File: config.mk
export PLATFORM = sky130hd
export DESIGN_NAME = chu_pad_gen
export DESIGN_NICKNAME = d
export VERILOG_FILES = /design/src/rtl/chu_pad_pkg.sv /design/src/rtl/chu_pad_blk_reg.sv /design/src/rtl/chu_pad_gen.sv
export SDC_FILE = /design/constraint.sdc
export NUM_CORES = 1
export LEC_CHECK = 0
export CAP_MARGIN = 20
export CORE_MARGIN = 2
export CORE_UTILIZATION = 53
export DETAILED_ROUTE_END_ITERATION = 8
export PLACE_DENSITY_LB_ADDON = 0.25
export SYNTH_ARGS = -nofsm -noshare
export SYNTH_HDL_FRONTEND = slang
export SYNTH_HIERARCHICAL = 1
export SYNTH_SLANG_ARGS = --single-unit
File: constraint.sdc
create_clock -name sys_clk -period 21.6 [get_ports sys_clk]
set_input_delay 2.16 -clock sys_clk [delete_from_list [all_inputs] [get_ports sys_clk]]
set_output_delay 2.16 -clock sys_clk [all_outputs]
set_load 0.01 [all_outputs]
File: src/rtl/chu_pad_pkg.sv
// Shared definitions for the CHU message padder: algorithm codes, FSM states
// and the pad/length word helpers.
package chu_pad_pkg;

  localparam logic [2:0] ALG_MD5    = 3'd0;
  localparam logic [2:0] ALG_SHA1   = 3'd1;
  localparam logic [2:0] ALG_SHA256 = 3'd2;
  localparam logic [2:0] ALG_SHA512 = 3'd3;

  typedef enum logic [2:0] {
    ST_IDLE      = 3'd0,
    ST_FILL      = 3'd1,
    ST_PAD       = 3'd2,
    ST_EXTRA     = 3'd3,
    ST_EXTRA_PAD = 3'd4,
    ST_EMIT      = 3'd5
  } pad_state_e;

  // MD5 is little-endian, so its 0x80 marker byte sits in the LSB.
  function automatic logic [63:0] pad_word(input logic [2:0] alg, input int data_w);
    logic [63:0] w;
    if (alg == ALG_MD5) w = 64'h80;
    else                w = 64'd1 << (data_w - 1);
    return w;
  endfunction

  // Word i of the length field, counted from the first length slot.
  function automatic logic [63:0] len_word(input logic [2:0]   alg,
                                           input logic [127:0] len,
                                           input int           i,
                                           input int           data_w,
                                           input int           len_words);
    int sh;
    sh = (alg == ALG_MD5) ? i * data_w : (len_words - 1 - i) * data_w;
    return 64'(len >> sh);
  endfunction

endpackage

File: src/rtl/chu_pad_blk_reg.sv
// Block register file: BLOCK_WORDS words with per-word write enable and
// filled flag; a write to a word wins over a simultaneous clear.
module chu_pad_blk_reg #(
  parameter int DATA_W      = 32,
  parameter int BLOCK_WORDS = 16
) (
  input  logic                          clk_i,
  input  logic                          rst_i,
  input  logic [BLOCK_WORDS-1:0]        we_i,
  input  logic [BLOCK_WORDS*DATA_W-1:0] wdata_i,
  input  logic                          clr_i,
  output logic [BLOCK_WORDS*DATA_W-1:0] data_o,
  output logic [BLOCK_WORDS-1:0]        val_o
);

  logic [BLOCK_WORDS*DATA_W-1:0] data_q;
  logic [BLOCK_WORDS-1:0]        val_q;

  // NOTE: this storage is reset on purpose -- the block is a visible output
  // that must read all-zero after reset, unlike a RAM that nobody observes.
  always_ff @(posedge clk_i or posedge rst_i) begin
    if (rst_i) begin
      data_q <= '0;
      val_q  <= '0;
    end else begin
      for (int i = 0; i < BLOCK_WORDS; i++) begin
        if (we_i[i]) begin
          data_q[i*DATA_W +: DATA_W] <= wdata_i[i*DATA_W +: DATA_W];
          val_q[i]                   <= 1'b1;
        end else if (clr_i) begin
          data_q[i*DATA_W +: DATA_W] <= '0;
          val_q[i]                   <= 1'b0;
        end
      end
    end
  end

  assign data_o = data_q;
  assign val_o  = val_q;

endmodule

File: src/rtl/chu_pad_gen.sv
// CHU message padder: assembles sop/eop word streams into padded hash blocks
// (data, pad word, zero fill, message bit length) with block-level handshake.
module chu_pad_gen
  import chu_pad_pkg::*;
#(
  parameter int DATA_W      = 32,
  parameter int BLOCK_WORDS = 16,
  parameter int LEN_W       = 64
) (
  input  logic                          sys_clk,
  input  logic                          sys_rst,
  input  logic                          in_val,
  input  logic                          in_sop,
  input  logic                          in_eop,
  input  logic [DATA_W-1:0]             in_data,
  input  logic [2:0]                    in_alg,
  output logic                          in_rdy,
  output logic [BLOCK_WORDS*DATA_W-1:0] out_w,
  output logic [BLOCK_WORDS-1:0]        out_w_val,
  output logic                          out_blk_val,
  input  logic                          out_blk_rdy,
  output logic                          out_last,
  output logic [2:0]                    out_alg,
  output logic [7:0]                    mes_cnt,
  output logic                          err_sop
);

  localparam int LEN_WORDS = LEN_W / DATA_W;
  localparam int LEN_START = BLOCK_WORDS - LEN_WORDS;
  localparam int IDX_W     = $clog2(BLOCK_WORDS + 1);

  pad_state_e             state_q, state_d;
  pad_state_e             nxt_q, nxt_d;
  logic [IDX_W-1:0]       idx_q, idx_d;
  logic [LEN_W-1:0]       len_q, len_d;
  logic [2:0]             alg_q, alg_d;
  logic                   last_q, last_d;
  logic [7:0]             cnt_q, cnt_d;
  logic                   err_q, err_d;

  logic                          accept;
  logic                          hs;
  logic                          len_fits;
  logic                          blk_full;
  logic [DATA_W-1:0]             pad_w;
  logic [BLOCK_WORDS-1:0]        wr_en;
  logic [BLOCK_WORDS*DATA_W-1:0] wr_data;
  logic                          wr_clr;

  assign in_rdy      = (state_q == ST_IDLE) || (state_q == ST_FILL);
  assign accept      = in_val && in_rdy;
  assign out_blk_val = (state_q == ST_EMIT);
  assign hs          = out_blk_val && out_blk_rdy;
  // idx_q is the first free slot once the message has ended.
  assign len_fits    = int'(idx_q) <= BLOCK_WORDS - 1 - LEN_WORDS;
  assign blk_full    = int'(idx_q) >= BLOCK_WORDS;
  assign pad_w       = DATA_W'(pad_word(alg_q, DATA_W));

  // NOTE: sequential state uses non-blocking assignments so every register
  // samples the pre-edge values, independent of process ordering.
  always_ff @(posedge sys_clk or posedge sys_rst) begin
    if (sys_rst) state_q <= ST_IDLE;
    else         state_q <= state_d;
  end

  always_ff @(posedge sys_clk or posedge sys_rst) begin
    if (sys_rst) begin
      nxt_q  <= ST_IDLE;
      idx_q  <= '0;
      len_q  <= '0;
      alg_q  <= '0;
      last_q <= 1'b0;
      cnt_q  <= '0;
      err_q  <= 1'b0;
    end else begin
      nxt_q  <= nxt_d;
      idx_q  <= idx_d;
      len_q  <= len_d;
      alg_q  <= alg_d;
      last_q <= last_d;
      cnt_q  <= cnt_d;
      err_q  <= err_d;
    end
  end

  // NOTE: every signal gets a default before the case so no path through
  // this block leaves a value unassigned, which would infer a latch.
  always_comb begin
    state_d = state_q;
    nxt_d   = nxt_q;
    idx_d   = idx_q;
    len_d   = len_q;
    alg_d   = alg_q;
    last_d  = last_q;
    cnt_d   = cnt_q;
    err_d   = 1'b0;
    unique case (state_q)
      ST_IDLE, ST_FILL: begin
        if (accept && in_sop) begin
          err_d   = (state_q == ST_FILL);
          alg_d   = in_alg;
          len_d   = LEN_W'(DATA_W);
          idx_d   = IDX_W'(1);
          state_d = in_eop ? ST_PAD : ST_FILL;
        end else if (accept && state_q == ST_FILL) begin
          len_d = len_q + LEN_W'(DATA_W);
          idx_d = idx_q + IDX_W'(1);
          if (in_eop) begin
            state_d = ST_PAD;
          end else if (idx_q == IDX_W'(BLOCK_WORDS - 1)) begin
            state_d = ST_EMIT;
            last_d  = 1'b0;
            nxt_d   = ST_FILL;
          end
        end
      end
      ST_PAD: begin
        state_d = ST_EMIT;
        last_d  = len_fits;
        if (len_fits)      nxt_d = ST_IDLE;
        else if (blk_full) nxt_d = ST_EXTRA_PAD;
        else               nxt_d = ST_EXTRA;
      end
      ST_EXTRA, ST_EXTRA_PAD: begin
        state_d = ST_EMIT;
        last_d  = 1'b1;
        nxt_d   = ST_IDLE;
      end
      ST_EMIT: begin
        if (out_blk_rdy) begin
          state_d = nxt_q;
          idx_d   = '0;
          last_d  = 1'b0;
          if (last_q) cnt_d = cnt_q + 8'd1;
        end
      end
      default: state_d = ST_IDLE;
    endcase
  end

  // Block write port: data words while filling, pad/zero/length when closing.
  always_comb begin
    wr_en   = '0;
    wr_data = '0;
    wr_clr  = hs || (state_q == ST_FILL && accept && in_sop);
    for (int i = 0; i < BLOCK_WORDS; i++) begin
      unique case (state_q)
        ST_IDLE, ST_FILL: begin
          if (accept && (in_sop || state_q == ST_FILL) &&
              i == (in_sop ? 0 : int'(idx_q))) begin
            wr_en[i]                    = 1'b1;
            wr_data[i*DATA_W +: DATA_W] = in_data;
          end
        end
        ST_PAD: begin
          if (i >= int'(idx_q)) begin
            wr_en[i] = 1'b1;
            if (i == int'(idx_q))
              wr_data[i*DATA_W +: DATA_W] = pad_w;
            else if (len_fits && i >= LEN_START)
              wr_data[i*DATA_W +: DATA_W] =
                DATA_W'(len_word(alg_q, 128'(len_q), i - LEN_START, DATA_W, LEN_WORDS));
          end
        end
        ST_EXTRA, ST_EXTRA_PAD: begin
          wr_en[i] = 1'b1;
          if (i >= LEN_START)
            wr_data[i*DATA_W +: DATA_W] =
              DATA_W'(len_word(alg_q, 128'(len_q), i - LEN_START, DATA_W, LEN_WORDS));
          else if (i == 0 && state_q == ST_EXTRA_PAD)
            wr_data[i*DATA_W +: DATA_W] = pad_w;
        end
        default: ;
      endcase
    end
  end

  chu_pad_blk_reg #(
    .DATA_W      (DATA_W),
    .BLOCK_WORDS (BLOCK_WORDS)
  ) u_blk_reg (
    .clk_i   (sys_clk),
    .rst_i   (sys_rst),
    .we_i    (wr_en),
    .wdata_i (wr_data),
    .clr_i   (wr_clr),
    .data_o  (out_w),
    .val_o   (out_w_val)
  );

  assign out_last = last_q;
  assign out_alg  = alg_q;
  assign mes_cnt  = cnt_q;
  assign err_sop  = err_q;

endmodule

* Yosys cells after proc, flatten, opt, wreduce, memory -nomap -nowiden
Index checks and enable logic that the tools add are counted.
** Operators by class
- Eq/ne operators :: 43
- Mux-type cells :: 181
- Add/subtract/negate cells :: 3
- Div/mod/pow operators :: 0
- Magnitude comparators :: 18
- Bitwise logic cells :: 0
- Shift-type cells :: 2
- Reductions and logical operators :: 59
- Multiply operators :: 0
** Operators with widths (number)
- 2-to-1 mux 32 bit :: 69
- case mux 32 bit (2 select lines) :: 13
- case mux 32 bit (3 select lines) :: 3
- equality test 5 x 32 -> 1 bit, first input constant :: 7
- equality test 4 x 32 -> 1 bit, first input constant :: 4
- 2-to-1 mux 64 bit :: 2
- >> shifter 64 x 6 -> 32 bit :: 2
- adder 64 x 6 -> 64 bit, second input constant :: 1
- equality test 3 x 32 -> 1 bit, first input constant :: 2
- 2-to-1 mux 1 bit :: 56
- case mux 1 bit (3 select lines) :: 16
- equality test 5 bit, first input constant :: 8
- >= comparator 4 x 5 -> 1 bit, first input constant :: 8
- nonzero test 2 bit :: 18
- 2-to-1 mux 3 bit :: 11
- equality test 2 x 32 -> 1 bit, first input constant :: 1
- logical NOT 32 bit :: 1
- equality test 4 x 5 -> 1 bit, first input constant :: 5
- logical AND 1 bit :: 22
- >= comparator 3 x 5 -> 1 bit, first input constant :: 4
- 2-to-1 mux 5 bit :: 4
- case mux 3 bit (3 select lines) :: 2
- 2-to-1 mux 6 bit :: 2
- equality test 3 x 5 -> 1 bit, first input constant :: 2
- other kinds (29) :: 43
** Word-level totals
- Bits of input ports :: 41
- Bits in registers :: 616
- Memories kept :: 0
- Memory bits (writable) :: 0
- Bits in read-only memories :: 0
- Latch bits :: 0

* Longest topological paths before layout
- Depth after elaboration :: 8
- Depth in mapped cells :: 13
- Mapped depth without buffers :: 8

* Hierarchy
Netlist, hierarchy kept.
** Modules (own cells, without submodules)
- chu_pad_blk_reg :: sequential area each 13212.7 um2, cells an instance 1748, area an instance 20206.9 um2, times used 1
- chu_pad_gen :: sequential area each 2077.0 um2, cells an instance 1347, area an instance 9556.7 um2, times used 1

* Worst setup path before layout
Ideal clock, no wire load.
- Path type :: input to register
- Start :: input port in_val
- End :: register u_blk_reg.data_q[301] (netlist: u_blk_reg/data_o[301])
- Path slack :: 17.415 ns
- Arrival :: 4.102 ns
- Path buffers :: 5
- Setup time :: 0.083 ns
- Data required time :: 21.517 ns
- Stages on the path :: 11
- Path through :: and4bb_2 -> buf_2 -> nand4b_1 -> nor2_1 -> clkbuf_1 -> nand3b_1 -> clkbuf_1 -> buf_2 -> buf_2 -> nand2_1 -> o21ai_0
** Between the ends
- Word-level cells in the longest chain between the ends :: 6
** Ends and longest elaborated chain
- from (decl) :: RTL line chu_pad_gen.sv:12 : input logic in_val,
- logical AND 1 bit * :: RTL line chu_pad_gen.sv:51 : assign accept = in_val && in_rdy;
- logical AND 1 bit * (2 in series) :: RTL line chu_pad_gen.sv:149 : if (accept && (in_sop || state_q == ST_FILL) &&
- 2-to-1 mux 1 bit * :: RTL line chu_pad_gen.sv:149
- case mux 1 bit (3 select lines) * :: RTL line chu_pad_gen.sv:147 : unique case (state_q)
- named net wr_en[9] :: RTL line chu_pad_gen.sv:46 : logic [BLOCK_WORDS-1:0] wr_en;
- 2-to-1 mux 32 bit / nonzero test 2 bit (equally long branches)
- to (signal, indexed assignment) :: RTL line chu_pad_blk_reg.sv:28 : data_q[i*DATA_W +: DATA_W] <= wdata_i[i*DATA_W +: DATA_W];
- to (decl) :: RTL line chu_pad_blk_reg.sv:16 : logic [BLOCK_WORDS*DATA_W-1:0] data_q;
Mark *: on every way through the listed nets, which the timed path passes. The rest lies on a longest branch.
A chain may end at the register's enable or synchronous reset.

==> reports/summary.txt <==
========================================================================================
Critical Path AT                                                                 6020 ps
Async SR Flop Fraction                                                              100%
Total power draw                                                               0.00376 W
Count of nets after finishing                                                      3,589
Reg2reg path depth                                                                     8
Cells after synthesis                                                              3,095
Buffer and inverter count on the worst path                                            5
Post-route worst hold slack                                                       476 ps
Total Die Area                                                              58,100 sq um
Hold endpoint                                                               u_blk_reg/val_o[7]
Worst hold start                                                            u_blk_reg/val_o[7]
Portion of the clock cycle consumed by the worst path in the final layout          25.2%
Simple-gate area share of the yosys netlist                                        24.9%
Required time of the worst setup path                                          22,190 ps
Clk pin slew, worst setup/hold paths                                               60 ps
TritonCTS clock tree                                                                 yes
Net Count, Synth                                                                   3,143
DR WL/cell                                                                       25.8 um
Final weighted congestion in routability-driven placement                          0.944
Internal reg-to-reg setup slack                                                17,450 ps
Share of total power consumed by net switching                                     37.7%
Routed via count                                                                  26,524
Number of buffers created by CTS                                                      67
Min-Delay Path Class                                                        register to register
Placeable core area                                                         55,300 sq um
Share of power burned in combinational logic                                       34.3%
Biggest cell delay along the critical path                                        900 ps
Most instantiated flip-flop cell in the synthesis netlist                        dfrtp_1
Fillers                                                                            4,212
Number of port buffers                                                               583
Power dissipated by switching net loads                                        0.00142 W
Final HPWL DP                                                                  73,700 um
Internal                                                                       0.00234 W
Sequential Power Share                                                             34.5%
Number of levels in the clock H-tree                                                   3
Cell chain of the critical path                                             clkdlybuf4s50_1 -> inv_8 -> buf_4 -> buf_4 -> buf_4
Setup tns final                                                                     0 ps
Clk buf depth                                                                          3
Total congestion overflow                                                              0
Worst slew margin                                                                  13.0%
Resized Gates After CTS                                                                0
Count of synthesis-stage warnings from yosys                                           6
Unrepaired setup endpoints after global routing                                       no
Ranking of synthesized cells by instance count                              611 x dfrtp_1, 424 x and2_1, 385 x nand2_1, 355 x o21ai_0, 276 x a22o_1
Setup violators final                                                                  0
Via count of the first global-routing pass                                        24,874
DRT antenna net count                                                                  0
Cell with the most instances after synthesis                                     dfrtp_1
Final Max Tran Viols                                                                   0
Share of the synthesized area in compound gates (AO/OA/AOI/OAI)                    16.6%
Min cycle time layout                                                            5430 ps
Crit-path slowest cell                                                             buf_4
Static leakage power                                                             16.5 nW
Fraction of layout cells with a size suffix above 1                                6.55%
Clock latency at the later pin of the worst-skew pair                             600 ps
Crit-path most repeated cell                                                       buf_4
CTS sink count                                                                       611
Share of synthesized area occupied by flip-flops and latches                       51.4%
FF+latch count, synth                                                                611
Root buf cell                                                                  clkbuf_16
First-pass GRT wire length                                                    164,000 um
Critical R2R Launch                                                             idx_q[1]
Die boundary height                                                               241 um
Critical R2R Capture                                                        u_blk_reg/data_o[406]
Area added between synthesis and finish                                            29.5%
Cell type contributing the most total cell area after synthesis                  dfrtp_1
Antenna violations before repair                                                       8
Finished Cell Area                                                          38,500 sq um
Number of DRC markers after the initial detailed-route iteration                   3,205
Multiplexer area fraction after synthesis                                          1.49%
Cell variety after synth                                                              68
Critical-path maximum fanout                                                         104
Kind of cell with the highest combined delay on the critical path           buffers and inverters
CP endpoint kind                                                            asynchronous set/reset pin
Clock tree skew after final layout                                               19.2 ps
Achievable clock frequency                                                       184 MHz
All-layer global routing usage                                                     37.9%
Mean post-synth cell area                                                     9.62 sq um
Clock share of power                                                               31.1%
Hold Crit Depth                                                                        1
Number of buffers added for setup after CTS                                            0
Largest family of logic cells by synthesized area                           simple AND/OR/NAND/NOR gates
Total wire length after detailed routing                                      112,000 um
DP Area                                                                     36,100 sq um
Synth Area in Adders                                                              0.294%
Number of synthesized flops with an enable pin                                         0
Transition time at the pin with the least slew margin                            1300 ps
Peak VDD IR                                                                     0.154 mV
Dominant cells by area after synthesis                                      dfrtp_1 51%, and2_1 8.9%, a22o_1 8.1%
DRC violation count after routing                                                      0
First-pass iteration count of the detailed router                                      7
Number of hold violations in the final report                                          0
Pin count of the biggest net entering global routing                                 124
Combined area of all synthesized cells                                      29,800 sq um
Boundary pin count                                                                   584
Type of origin of the critical path                                           input port
Starting utilization of the core area                                              53.8%
PwrDens                                                                     97.5 nW/um^2
Area fraction of the dominant cell type after synthesis                            51.4%
Final core utilization                                                             69.7%
Width of the die                                                                  241 um
Critical Setup Path Class                                                   input port to asynchronous set/reset pin
Outcome                                                                     finished clean
Fraction of synthesized cell area in xor and xnor cells                            1.15%
Number of buffers inserted by hold repair at cts                                       0
Number of max-cap violations                                                           0
DR vias/cell                                                                        6.11
Std-Cell Rows                                                                         86
========================================================================================
[cells by family (layout without fill, tap and decap cells)]
| kind of cell | Yosys count | in the layout |
|---|---|---|
| AND/OR/NAND/NOR | 1354 | 1354 |
| AO/OA/AOI/OAI | 742 | 742 |
| flip-flops | 611 | 611 |
| buffers and inverters | 298 | 790 |
| multiplexers | 44 | 44 |
| XOR/XNOR | 39 | 39 |
| adder cells (fa/ha/maj) | 7 | 7 |
| other | 0 | 8 |
[cell usage in the layout (no fill, tap or decap), types with 30 or more instances in the layout]
cell type	instances
dfrtp_1	611
clkdlybuf4s50_1	583
and2_1	424
nand2_1	384
o21ai_0	354
a22o_1	276
nand2b_1	269
nor2_1	89
clkbuf_16	71
buf_4	61
a21oi_1	46
mux2i_1	42
nand4_1	34
xor2_1	31
nand3_1	30
[sequential cells by signal, summed over array words and instances (netlist names)]
register	cells
nxt_q	3
err_sop	1
len_q	59
u_blk_reg/data_o	512
state_q	3
u_blk_reg/val_o	16
out_alg	3
mes_cnt	8
idx_q	5
out_last	1
[per-layer routing]
| layer | global-route usage (%) | up-vias | wire, um |
|---|---|---|---|
| li1 | - | 11429 | - |
| met1 | 51.6 | 13150 | 44100 |
| met2 | 56.4 | 1624 | 49500 |
| met3 | 9.29 | 317 | 12100 |
| met4 | 20.1 | 4 | 6440 |
| met5 | 0 | - | 30 |
[layout make-up]
class                           instances  area, sq um  share of cell area, %
Inverter                               16         67.6                  0.175
Tap cell                              748          936                   2.43
Timing Repair Buffer                  659         6600                   17.1
Clock inverter                         12          125                  0.325
Multi-Input combinational cell       2186        13400                   34.7
Sequential cell                       611        15300                   39.7
Antenna cell                            8         20.0                 0.0520
Clock buffer                          103         2120                   5.49
[metrics by stage]
step           setup WS, ps  std cells
2_1_floorplan          4690       3095
3_3_place_gp          15460       4205
3_5_place_dp          15310       4210
4_1_cts               15930       4325
5_1_grt               15560       4336
6_report              16170       4343
[power by group through the flow]
stage	Combinational [W]	Sequential, W	Clock, W
6_report	0.00129	0.00130	0.00117
5_1_grt	0.00135	0.00130	0.00123
4_1_cts	0.00123	0.00129	0.00118
3_5_place_dp	0.00123	0.00131	0
3_3_place_gp	0.00120	0.00131	0
2_1_floorplan	0.000815	0.00131	0
[how the worst max path moves through the flow]
stage | slack (ps) | from | cells after the start | end
after global placement | 15460 | sys_rst | 5 | u_blk_reg/data_o[190]
after detailed placement | 15310 | in_sop | 8 | u_blk_reg/data_o[329]
after floorplan | 4690 | sys_rst | 1 | u_blk_reg/data_o[0]
after CTS | 15930 | in_sop | 8 | u_blk_reg/data_o[329]
final | 16170 | sys_rst | 5 | u_blk_reg/data_o[189]
after global routing | 15560 | sys_rst | 5 | u_blk_reg/data_o[163]
Note: power is estimated with default switching activity, not from simulation.
